$ cat src/rtl/toy_pack.sv
// rtl/toy_pack.sv - shared BPU widths and the prediction/update payload struct
package toy_pack;

   localparam int ADDR_WIDTH       = 32;
   localparam int ALIGN_WIDTH      = 4;
   localparam int FETCH_DATA_WIDTH = 128;
   localparam int BPU_OFFSET_WIDTH = ALIGN_WIDTH - 2;

   typedef struct packed {
      logic [ADDR_WIDTH-1:0]       pred_pc;
      logic                        taken;
      logic [ADDR_WIDTH-1:0]       tgt_pc;
      logic [BPU_OFFSET_WIDTH-1:0] offset;
      logic                        is_cext;
      logic                        carry;
      logic                        need_align;
   } bpu_pkg;

endpackage

$ cat src/rtl/toy_bpu_l0btb_nru.sv
// rtl/toy_bpu_l0btb_nru.sv - zero-latency L0 BTB with NRU replacement and confidence counters
// Optional buffered-update bypass enabled by TOY_BPU_L0BTB_BYPASS_EN.
module toy_bpu_l0btb_nru
   import toy_pack::*;
#(
   parameter int ENTRY_NUM = 8,
   parameter int TAG_WIDTH = 10,
   parameter int CNT_WIDTH = 2
) (
   input  logic                  clk,
   input  logic                  rst_n,
   input  logic                  pcgen_vld,
   input  logic [ADDR_WIDTH-1:0] pcgen_pc,
   output logic                  pred_vld,
   output bpu_pkg                pred_pld,
   input  logic                  upd_vld,
   input  bpu_pkg                upd_pld,
   input  logic                  flush_vld
);

   localparam logic [CNT_WIDTH-1:0] CNT_MAX  = {CNT_WIDTH{1'b1}};
   localparam logic [CNT_WIDTH-1:0] CNT_INIT = CNT_WIDTH'(1) << (CNT_WIDTH - 1);
   localparam logic [CNT_WIDTH-1:0] CNT_ONE  = CNT_WIDTH'(1);

   logic [ENTRY_NUM-1:0]        valid_q;
   logic [ENTRY_NUM-1:0]        nru_q;
   logic [TAG_WIDTH-1:0]        tag_q   [ENTRY_NUM];
   logic [CNT_WIDTH-1:0]        cnt_q   [ENTRY_NUM];
   logic [ADDR_WIDTH-1:0]       tgt_q   [ENTRY_NUM];
   logic [BPU_OFFSET_WIDTH-1:0] off_q   [ENTRY_NUM];
   logic [ENTRY_NUM-1:0]        cext_q;
   logic [ENTRY_NUM-1:0]        carry_q;

   logic                        buf_vld_q;
   bpu_pkg                      buf_pld_q;

   logic [TAG_WIDTH-1:0]        look_tag;
   logic [TAG_WIDTH-1:0]        upd_tag;
   logic [ENTRY_NUM-1:0]        hit_vec;
   logic                        arr_hit;
   logic                        use_arr;
   logic [ADDR_WIDTH-1:0]       hit_tgt;
   logic [BPU_OFFSET_WIDTH-1:0] hit_off;
   logic                        hit_cext;
   logic                        hit_carry;

   logic [ENTRY_NUM-1:0]        upd_hit_vec;
   logic                        upd_hit;
   logic [ENTRY_NUM-1:0]        victim_vec;
   logic [ENTRY_NUM-1:0]        wr_vec;
   logic [ENTRY_NUM-1:0]        dec_vec;
   logic [ENTRY_NUM-1:0]        nru_set;
   logic [ENTRY_NUM-1:0]        nru_merged;
   logic [ENTRY_NUM-1:0]        nru_d;
   logic                        unused_bits;

   assign look_tag    = pcgen_pc[TAG_WIDTH:1];
   assign upd_tag     = buf_pld_q.pred_pc[TAG_WIDTH:1];
   assign unused_bits = ^{buf_pld_q.pred_pc, buf_pld_q.need_align};

   // One-hot AND-OR read; tags are unique so at most one hit_vec bit is set.
   always_comb begin
      hit_vec   = '0;
      hit_tgt   = '0;
      hit_off   = '0;
      hit_cext  = 1'b0;
      hit_carry = 1'b0;
      for (int i = 0; i < ENTRY_NUM; i++) begin
         hit_vec[i] = valid_q[i] & (tag_q[i] == look_tag) & cnt_q[i][CNT_WIDTH-1];
         hit_tgt    = hit_tgt | ({ADDR_WIDTH{hit_vec[i]}} & tgt_q[i]);
         hit_off    = hit_off | ({BPU_OFFSET_WIDTH{hit_vec[i]}} & off_q[i]);
         hit_cext   = hit_cext | (hit_vec[i] & cext_q[i]);
         hit_carry  = hit_carry | (hit_vec[i] & carry_q[i]);
      end
   end

   assign arr_hit = |hit_vec;

`ifdef TOY_BPU_L0BTB_BYPASS_EN
   logic byp_match;
   logic byp_taken;

   // A pending update for the looked-up tag is newer than the array copy.
   assign byp_match = buf_vld_q & (upd_tag == look_tag);
   assign byp_taken = byp_match & buf_pld_q.taken;
   assign use_arr   = arr_hit & ~byp_match;
`else
   assign use_arr   = arr_hit;
`endif

   assign pred_vld = pcgen_vld;

   always_comb begin
      pred_pld            = '0;
      pred_pld.pred_pc    = pcgen_pc;
      pred_pld.need_align = 1'b0;
      pred_pld.taken      = 1'b0;
      pred_pld.tgt_pc     = {pcgen_pc[ADDR_WIDTH-1:ALIGN_WIDTH], {ALIGN_WIDTH{1'b0}}}
                            + ADDR_WIDTH'(FETCH_DATA_WIDTH / 8);
      pred_pld.offset     = {BPU_OFFSET_WIDTH{1'b1}}
                            - BPU_OFFSET_WIDTH'(pcgen_pc[ALIGN_WIDTH-1:0] >> 2);
      pred_pld.is_cext    = 1'b0;
      pred_pld.carry      = 1'b0;
      if (use_arr) begin
         pred_pld.taken   = 1'b1;
         pred_pld.tgt_pc  = hit_tgt;
         pred_pld.offset  = hit_off;
         pred_pld.is_cext = hit_cext;
         pred_pld.carry   = hit_carry;
      end
`ifdef TOY_BPU_L0BTB_BYPASS_EN
      if (byp_taken) begin
         pred_pld.taken   = 1'b1;
         pred_pld.tgt_pc  = buf_pld_q.tgt_pc;
         pred_pld.offset  = buf_pld_q.offset;
         pred_pld.is_cext = buf_pld_q.is_cext;
         pred_pld.carry   = buf_pld_q.carry;
      end
`endif
   end

   // Update match ignores the counter: a weak entry is still the owner of its tag.
   always_comb begin
      upd_hit_vec = '0;
      for (int i = 0; i < ENTRY_NUM; i++) begin
         upd_hit_vec[i] = valid_q[i] & (tag_q[i] == upd_tag);
      end
   end

   assign upd_hit = |upd_hit_vec;

   always_comb begin
      logic found;
      victim_vec = '0;
      found      = 1'b0;
      for (int i = 0; i < ENTRY_NUM; i++) begin
         if (!found && !valid_q[i]) begin
            victim_vec[i] = 1'b1;
            found         = 1'b1;
         end
      end
      for (int i = 0; i < ENTRY_NUM; i++) begin
         if (!found && !nru_q[i]) begin
            victim_vec[i] = 1'b1;
            found         = 1'b1;
         end
      end
      if (!found) begin
         victim_vec[0] = 1'b1;
      end
   end

   assign wr_vec  = (buf_vld_q & buf_pld_q.taken)
                    ? (upd_hit ? upd_hit_vec : victim_vec) : '0;
   assign dec_vec = (buf_vld_q & ~buf_pld_q.taken) ? upd_hit_vec : '0;

   // NRU never saturates: when every bit would be set, keep only the new ones.
   assign nru_set    = ((pcgen_vld & use_arr) ? hit_vec : '0) | wr_vec;
   assign nru_merged = nru_q | nru_set;
   assign nru_d      = (&nru_merged) ? nru_set : nru_merged;

   always_ff @(posedge clk or negedge rst_n) begin
      if (!rst_n) begin
         valid_q   <= '0;
         nru_q     <= '0;
         cext_q    <= '0;
         carry_q   <= '0;
         buf_vld_q <= 1'b0;
         buf_pld_q <= '0;
         for (int i = 0; i < ENTRY_NUM; i++) begin
            tag_q[i] <= '0;
            cnt_q[i] <= '0;
            tgt_q[i] <= '0;
            off_q[i] <= '0;
         end
      end else if (flush_vld) begin
         valid_q   <= '0;
         nru_q     <= '0;
         buf_vld_q <= 1'b0;
      end else begin
         buf_vld_q <= upd_vld;
         if (upd_vld) begin
            buf_pld_q <= upd_pld;
         end
         nru_q <= nru_d;
         for (int i = 0; i < ENTRY_NUM; i++) begin
            if (wr_vec[i]) begin
               valid_q[i] <= 1'b1;
               tag_q[i]   <= upd_tag;
               tgt_q[i]   <= buf_pld_q.tgt_pc;
               off_q[i]   <= buf_pld_q.offset;
               cext_q[i]  <= buf_pld_q.is_cext;
               carry_q[i] <= buf_pld_q.carry;
               if (!upd_hit) begin
                  cnt_q[i] <= CNT_INIT;
               end else if (cnt_q[i] != CNT_MAX) begin
                  cnt_q[i] <= cnt_q[i] + 1'b1;
               end
            end
            if (dec_vec[i]) begin
               cnt_q[i] <= cnt_q[i] - 1'b1;
               if (cnt_q[i] == CNT_ONE) begin
                  valid_q[i] <= 1'b0;
               end
            end
         end
      end
   end

endmodule
$ cat config.mk
export PLATFORM = sky130hd
export DESIGN_NAME = toy_bpu_l0btb_nru
export DESIGN_NICKNAME = d
export VERILOG_FILES = /design/src/rtl/toy_pack.sv /design/src/rtl/toy_bpu_l0btb_nru.sv
export SDC_FILE = /design/constraint.sdc
export NUM_CORES = 1
export LEC_CHECK = 0
export CAP_MARGIN = 20
export CORE_MARGIN = 2
export CORE_UTILIZATION = 53
export DETAILED_ROUTE_END_ITERATION = 7
export PLACE_DENSITY = 0.76
export SKIP_LAST_GASP = 1
export SLEW_MARGIN = 15
export SYNTH_ARGS = -nofsm -noshare
export SYNTH_HDL_FRONTEND = slang
export SYNTH_SLANG_ARGS = --single-unit
$ cat constraint.sdc
create_clock -name clk -period 4.6 [get_ports clk]
set_input_delay 1.38 -clock clk [delete_from_list [all_inputs] [get_ports clk]]
set_output_delay 1.38 -clock clk [all_outputs]
set_load 0.05 [all_outputs]
==> metrics, run 1 <==
outcome complete, but fails checks; failing checks negative setup slack; Comb power frac 12.7%; I/O Buffers 151; worst hold start cext_q[3]; antenna violations before repair 0; Post-synth EDFFs 0; I/O Pins 178; CP arrival 3.73 ns; Die Span Y 210.8 um; first-pass iteration count of the detailed router 5; Period minus WS final 5.109 ns; area of the multi-input gates 11390 um2; Antenna Nets Post-Route 0; Yosys top cell area share 49.48%; CP Class in -> out; Yosys warnings 0; Hold Crit Depth 1; clock buffer count from CTS 47; max incr delay on CP 0.36 ns; Worst VDD drop 313.6 uV; grt total ovfl 0; Setup-failing EPs final 37; first-pass GRT wire length 102700 um; clock share of power 40.9%; hold-fix buffer count after cts 0; max-cap violation count 0; RSZ-0062 raised after global routing true; FFs w/ async S/R, synth 100.0%; startpoint types input pin; die width 210.8 um; crit path max fanout 7; Finished Core Util 69.79%; Place WS -1.041 ns; R2R Setup Slk 1.09 ns; Placer Congestion 0.9152; period utilisation layout 111.1%; CP delay by family, top simple AND/OR/NAND/NOR gates; worst-case reg-to-reg path depth 9; fmax 195.7 MHz; PD cells 343.1 nW/um2; std cell rows 75; FF-to-FF End cext_q[5]; worst skew pair latency 0.60 ns; Routed WL 68100 um; post-synthesis cell type count 70; Clock Tree Buf Depth 3; Synth top cells by count dfrtp_1, mux2_2, xnor2_1; share of cells above drive strength 1 42.20%; Yosys reg bits 448; vias per cell 6.289; worst-margin pin slew 0.9544 ns; Final nets 2213; # DRC 0; P_sw 2.731 mW; Final Max Tran Viols 0; Tot Pwr 10.07 mW; CTS tree done; final hold violation count 0; clock sinks 448; cell area after synthesis 22660 um2; Slowest-stage cell, CP nor4_4; vias in the first global route 17.62k; Setup Skew 0.02238 ns; syn avg cell area 12.50 um2; # fillers 2758; Static Leak 13.33 nW; R2R Path Start buf_pld_q[39]; most common cell in the netlist dfrtp_1; cell taking the most area after synthesis dfrtp_1; Min-Delay Path Class reg -> reg; average wire per cell in the routed design 25.53 um; Root Buffer clkbuf_16; Crit. End Element primary output; Core Area 42040 um2; CTS clk-pin slew, worst paths 0.06 ns; P&R area growth vs syn 29.49%; Inserted Diodes 0; Initial Utilization 53.90%; Slew headroom 36.24%; Synth area leaders dfrtp_1, mux2_2, xnor2_1; Net Sw Frac 27.12%; GRT Util Overall 30.17%; Sequential Power Share 46.4%; CP Buf/Inv Count 5; part of the Yosys area used for sequential elements 49.48%; HPWL after DPL 41960 um; Critical Path RT 3.22 ns; H-tree levels 2; Worst Hold Path EP cext_q[3]; cell-by-cell trace of the critical path buf_12, buf_12, xor2_2, nor4_2, nand4_1, nor4_4, buf_4, nor4_4, and2_4, buf_4, nand2_1, nand4_1, buf_6; DR vias 16.77k; largest net degree at the start of global routing 114; post-synthesis net count 1937; Cell Int Power 7.337 mW; Gate Count Post-Synth 1813; setup ws final -0.5095 ns; Reg area 11210 um2; 1st-iter DRT viols 1542; Die Area 44420 um2; Most used DFF post-synth dfrtp_1; post-route setup TNS -14.94 ns
==> worst max path at each step <==
stage,start,end,cells past startpoint
6_report,pcgen_pc[9],pred_pld[15],13
5_1_grt,pcgen_pc[7],pred_pld[15],13
4_1_cts,pcgen_pc[7],pred_pld[11],15
3_5_place_dp,pcgen_pc[8],pred_pld[4],12
3_3_place_gp,pcgen_pc[8],pred_pld[16],12
2_1_floorplan,pcgen_pc[2],pred_pld[25],11
==> worst register-to-register path, cell delays in order (launching register included) <==
cell and delay (ns):
dfrtp_1 0.94, xnor2_1 0.25, nand3_1 0.12, nor3_1 0.58, nor4_2 0.09, buf_4 0.21, a32oi_2 0.39, nor2_4 0.06
buf_4 0.33, mux2_1 0.41
==> repair_timing <==
item,4_1_cts,5_1_grt
cloned,2,2
endpoints found under the setup margin,37,37
setup buffers,39,28
gates resized for setup,160,78
pin swaps,55,39
==> flip-flops by register name, indices dropped and copies added (netlist names) <==
| signal | cells |
|---|---|
| tgt_q | 256 |
| tag_q | 80 |
| buf_pld_q | 47 |
| cnt_q | 16 |
| off_q | 16 |
| carry_q | 8 |
| cext_q | 8 |
| nru_q | 8 |
| valid_q | 8 |
| buf_vld_q | 1 |
==> layout make-up <==
class / instances / share of cell area (%)
clock inverters: 20 / 0.9978
multi-input cells: 1189 / 38.83
clock buffers: 68 / 4.686
inverters: 28 / 0.4008
repair buffers: 375 / 14.58
well taps: 539 / 2.298
flip-flops and latches: 448 / 38.21
==> metrics by stage <==
step / cells / instance area (um2) / hold slack [ns]
after floorplan: 1813 / 23300 / 0.4581
after global placement: 2516 / 26130 / 0.4675
after detailed placement: 2516 / 26130 / 0.4748
after CTS: 2644 / 28740 / 0.4893
after global routing: 2667 / 29340 / 0.5002
final: 2667 / 29340 / 0.4877
==> placed cells by master (no fill, tap or decap), drive strengths merged, types with 4 or more instances in the layout <==
cell	Yosys	layout
nor3	36	36
mux2	420	420
nand2b	5	5
nand4	49	49
nor4	34	34
or4	4	4
and3	9	9
xnor2	103	103
nand4b	6	6
o22ai	6	6
xor2	83	83
a31oi	14	14
nand3	44	44
ha	17	17
a22o	46	46
clkdlybuf4s50	0	86
clkbuf	21	72
bufinv	0	6
nand2	63	63
a22oi	57	57
a221oi	52	52
and2	7	7
buf	127	280
o31ai	4	4
a21o	8	8
inv	28	31
o22a	4	4
nor2	49	49
dfrtp	448	448
o21ai	14	14
o2111ai	8	8
a21oi	21	21
clkinv	0	9
==> power groups by stage <==
stage	registers [mW]	logic [mW]	clock network [mW]
2_1_floorplan	4.51	0.895	0
3_3_place_gp	4.67	1.17	0
3_5_place_dp	4.70	1.20	0
4_1_cts	4.64	1.26	4.14
5_1_grt	4.71	1.37	4.31
6_report	4.67	1.28	4.12
==> per-layer routing <==
metal | up-vias | part of all wire (%) | track usage [%]
met5 | - | 0 | 0
met4 | 0 | 4.3 | 12.99
met3 | 199 | 6.2 | 4.921
met2 | 680 | 49 | 49.77
met1 | 8725 | 40 | 39.68
li1 | 7169 | - | -
==> cell families (layout without fill, tap and decap cells) <==
kind of cell,after synthesis,count (layout),share of synthesized area [%]
DFF,448,448,49.48
muxes,421,421,20.92
and+or+nand+nor,312,312,7.885
AOI/OAI and AO/OA,252,252,8.714
xor gates and xnor gates,186,186,7.256
buffers and inverters,176,491,4.798
adders and majority gates,17,17,0.9387
other,1,1,0.01655
Power figures use the tool's default switching activity.
==> run 2, diff against run 1 <==
- PLACE_DENSITY: 0.76 -> 0.78
==> metrics, run 2 (synthesized netlist as in run 1, its figures left out) <==
Initial Utilization 53.90% (unchanged); post-route setup TNS -17.56 ns (was -14.94 ns); Core Area 42040 um2 (unchanged); HPWL after DPL 41150 um (was 41960 um); startpoint types input pin (unchanged); cell-by-cell trace of the critical path buf_6, buf_12, buf_4, xnor2_2, nand4_1, nor4_4, buf_4, buf_4, buf_6, a22o_1, a221oi_1, nand3_2, nor2_2, a21oi_4, buf_6 (was buf_12, buf_12, xor2_2, nor4_2, nand4_1, nor4_4, buf_4, nor4_4, and2_4, buf_4, nand2_1, nand4_1, buf_6); Worst VDD drop 328.4 uV (was 313.6 uV); Antenna Nets Post-Route 0 (unchanged); Most flops, register tgt_q (unchanged); first-pass GRT wire length 102400 um (was 102700 um); Clock Tree Buf Depth 3 (unchanged); RSZ-0062 raised after global routing true (unchanged); Crit. End Element primary output (unchanged); vias in the first global route 17.58k (was 17.62k); Final Max Tran Viols 0 (unchanged); setup ws final -0.6556 ns (was -0.5095 ns); Hold Crit Depth 1 (unchanged); max-cap violation count 0 (unchanged); I/O Pins 178 (unchanged); period utilisation layout 114.3% (was 111.1%); Placer Congestion 0.9156 (was 0.9152); commonest non-fill, non-tap cell in the layout dfrtp_1 (unchanged); CP Buf/Inv Count 7 (was 5); Static Leak 13.32 nW (was 13.33 nW); worst hold start tgt_q[254] (was cext_q[3]); P_sw 2.678 mW (was 2.731 mW); Final nets 2217 (was 2213); Setup-failing EPs final 37 (unchanged); outcome complete, but fails checks (unchanged); Post-DP Area 25970 um2 (was 26130 um2); worst skew pair latency 0.59 ns (was 0.60 ns); CTS clk-pin slew, worst paths 0.06 ns (about the same); # DRC 0 (unchanged); H-tree levels 2 (unchanged); CP Class in -> out (unchanged); max incr delay on CP 0.48 ns (was 0.36 ns); CP arrival 3.88 ns (was 3.73 ns); design area 29280 um2 (was 29340 um2); PD cells 338.0 nW/um2 (was 343.1 nW/um2); Largest regs tgt_q: 256 flops, tag_q: 80 flops, buf_pld_q: 47 flops (unchanged); worst-margin pin slew 1.005 ns (was 0.9544 ns); fmax 190.3 MHz (was 195.7 MHz); Sequential Power Share 47.3% (was 46.4%); commonest cells after routing, fill and taps aside dfrtp_1, mux2_2, buf_4 (unchanged); Slew headroom 32.89% (was 36.24%); die width 210.8 um (unchanged); DR vias 16.83k (was 16.77k); Inserted Diodes 0 (unchanged); R2R Path Start buf_pld_q[47] (was buf_pld_q[39]); Cell Int Power 7.220 mW (was 7.337 mW); largest net degree at the start of global routing 97 (was 114); Min-Delay Path Class reg -> reg (unchanged); CTS tree done (unchanged); Net Sw Frac 27.06% (was 27.12%); GRT Util Overall 30.24% (was 30.17%); Critical Path RT 3.22 ns (about the same); clock buffer count from CTS 48 (was 47); hold-fix buffer count after cts 0 (unchanged); CP delay by family, top buffers and inverters (was simple AND/OR/NAND/NOR gates); 1st-iter DRT viols 1510 (was 1542); antenna violations before repair 0 (unchanged); Worst Hold Path EP tgt_q[254] (was cext_q[3]); worst-case reg-to-reg path depth 9 (unchanged); I/O Buffers 151 (unchanged); Period minus WS final 5.256 ns (was 5.109 ns); Die Area 44420 um2 (unchanged); # fillers 2708 (was 2758); clock share of power 39.7% (was 40.9%); final hold violation count 0 (unchanged); failing checks negative setup slack (unchanged); grt total ovfl 0 (unchanged); average wire per cell in the routed design 25.56 um (was 25.53 um); R2R Setup Slk 0.74 ns (was 1.09 ns); vias per cell 6.320 (was 6.289); FF-to-FF End tgt_q[25] (was cext_q[5]); Routed WL 68080 um (was 68100 um); Setup Skew 0.02570 ns (was 0.02238 ns); std cell rows 75 (unchanged); max FFs per register 256 (unchanged); share of cells above drive strength 1 42.51% (was 42.20%); Slowest-stage cell, CP a221oi_1 (was nor4_4); Die Span Y 210.8 um (unchanged); first-pass iteration count of the detailed router 5 (unchanged); crit path max fanout 16 (was 7); P&R area growth vs syn 29.23% (was 29.49%); clock sinks 448 (unchanged); Comb power frac 13.0% (was 12.7%); Root Buffer clkbuf_16 (unchanged)
run 2: cell types whose count changed in the layout (fill, tap and decap cells not counted), moves of 3 or more:
| cell | delta |
|---|---|
| buf_4 | +6 |
| o2111ai_4 | -3 |
| nor2_1 | +3 |
| clkinv_2 | -3 |
| nand2_2 | -3 |
| xor2_1 | -3 |
| buf_12 | -7 |
| nor2_2 | -3 |
| nand2_4 | +3 |
| a221oi_2 | -3 |
| buf_6 | +3 |
| o2111ai_2 | +3 |
run 2: what timing repair did:
item	in CTS	in global routing
endpoints found under the setup margin	37	37
gates resized for setup	139	144
cloned	5	1
setup buffers	39	44
pin swaps	44	60
run 2: power groups by stage:
| stage | combinational, mW | sequential, mW | clock [mW] |
|---|---|---|---|
| 2_1_floorplan | 0.895 | 4.51 | 0 |
| 3_3_place_gp | 1.16 | 4.67 | 0 |
| 3_5_place_dp | 1.19 | 4.70 | 0 |
| 4_1_cts | 1.26 | 4.65 | 3.96 |
| 5_1_grt | 1.38 | 4.72 | 4.13 |
| 6_report | 1.29 | 4.68 | 3.93 |
run 2: worst max path at each step:
| stage | from | endpoint | slack (ns) | depth (start not counted) |
|---|---|---|---|---|
| floorplan | pcgen_pc[2] | pred_pld[25] | -0.15 | 11 |
| global placement | pcgen_pc[6] | pred_pld[18] | -1.11 | 14 |
| detailed placement | pcgen_pc[6] | pred_pld[16] | -1.10 | 15 |
| CTS | pcgen_pc[5] | pred_pld[35] | -0.70 | 15 |
| global route | pcgen_pc[3] | pred_pld[4] | -0.69 | 13 |
| finish | pcgen_pc[5] | pred_pld[4] | -0.66 | 15 |
run 2: layout make-up:
| type | instances | area, um2 | area share, % |
|---|---|---|---|
| multi-input cells | 1189 | 11500 | 39.26 |
| flip-flops and latches | 448 | 11210 | 38.29 |
| repair buffers | 376 | 4179 | 14.27 |
| clock buffers | 66 | 1379 | 4.709 |
| well taps | 539 | 674.4 | 2.303 |
| clock inverters | 15 | 202.7 | 0.6922 |
| inverters | 28 | 112.6 | 0.3846 |
| repair inverters | 2 | 27.53 | 0.09401 |
run 2: metrics by stage:
| step | setup WS [ns] | util, % | power, mW | hold slack, ns | cells |
|---|---|---|---|---|---|
| after floorplan | -0.1464 | - | 5.409 | 0.4581 | 1813 |
| after global placement | -1.108 | 61.77 | 5.829 | 0.4674 | 2508 |
| after detailed placement | -1.097 | 61.77 | 5.896 | 0.4775 | 2508 |
| after CTS | -0.6998 | 67.87 | 9.868 | 0.4928 | 2632 |
| after global routing | -0.6864 | 69.65 | 10.23 | 0.5134 | 2663 |
| final | -0.6556 | 69.65 | 9.898 | 0.4976 | 2663 |
run 2: layer usage:
metal | vias up | track usage [%] | routed length [um] | share of wire, %
li1 | 7187 | - | - | -
met4 | 0 | 13.50 | 2692 | 4.0
met2 | 739 | 49.19 | 32870 | 48
met5 | - | 0 | 0 | 0
met1 | 8729 | 39.42 | 27810 | 41
met3 | 174 | 6.081 | 4709 | 6.9
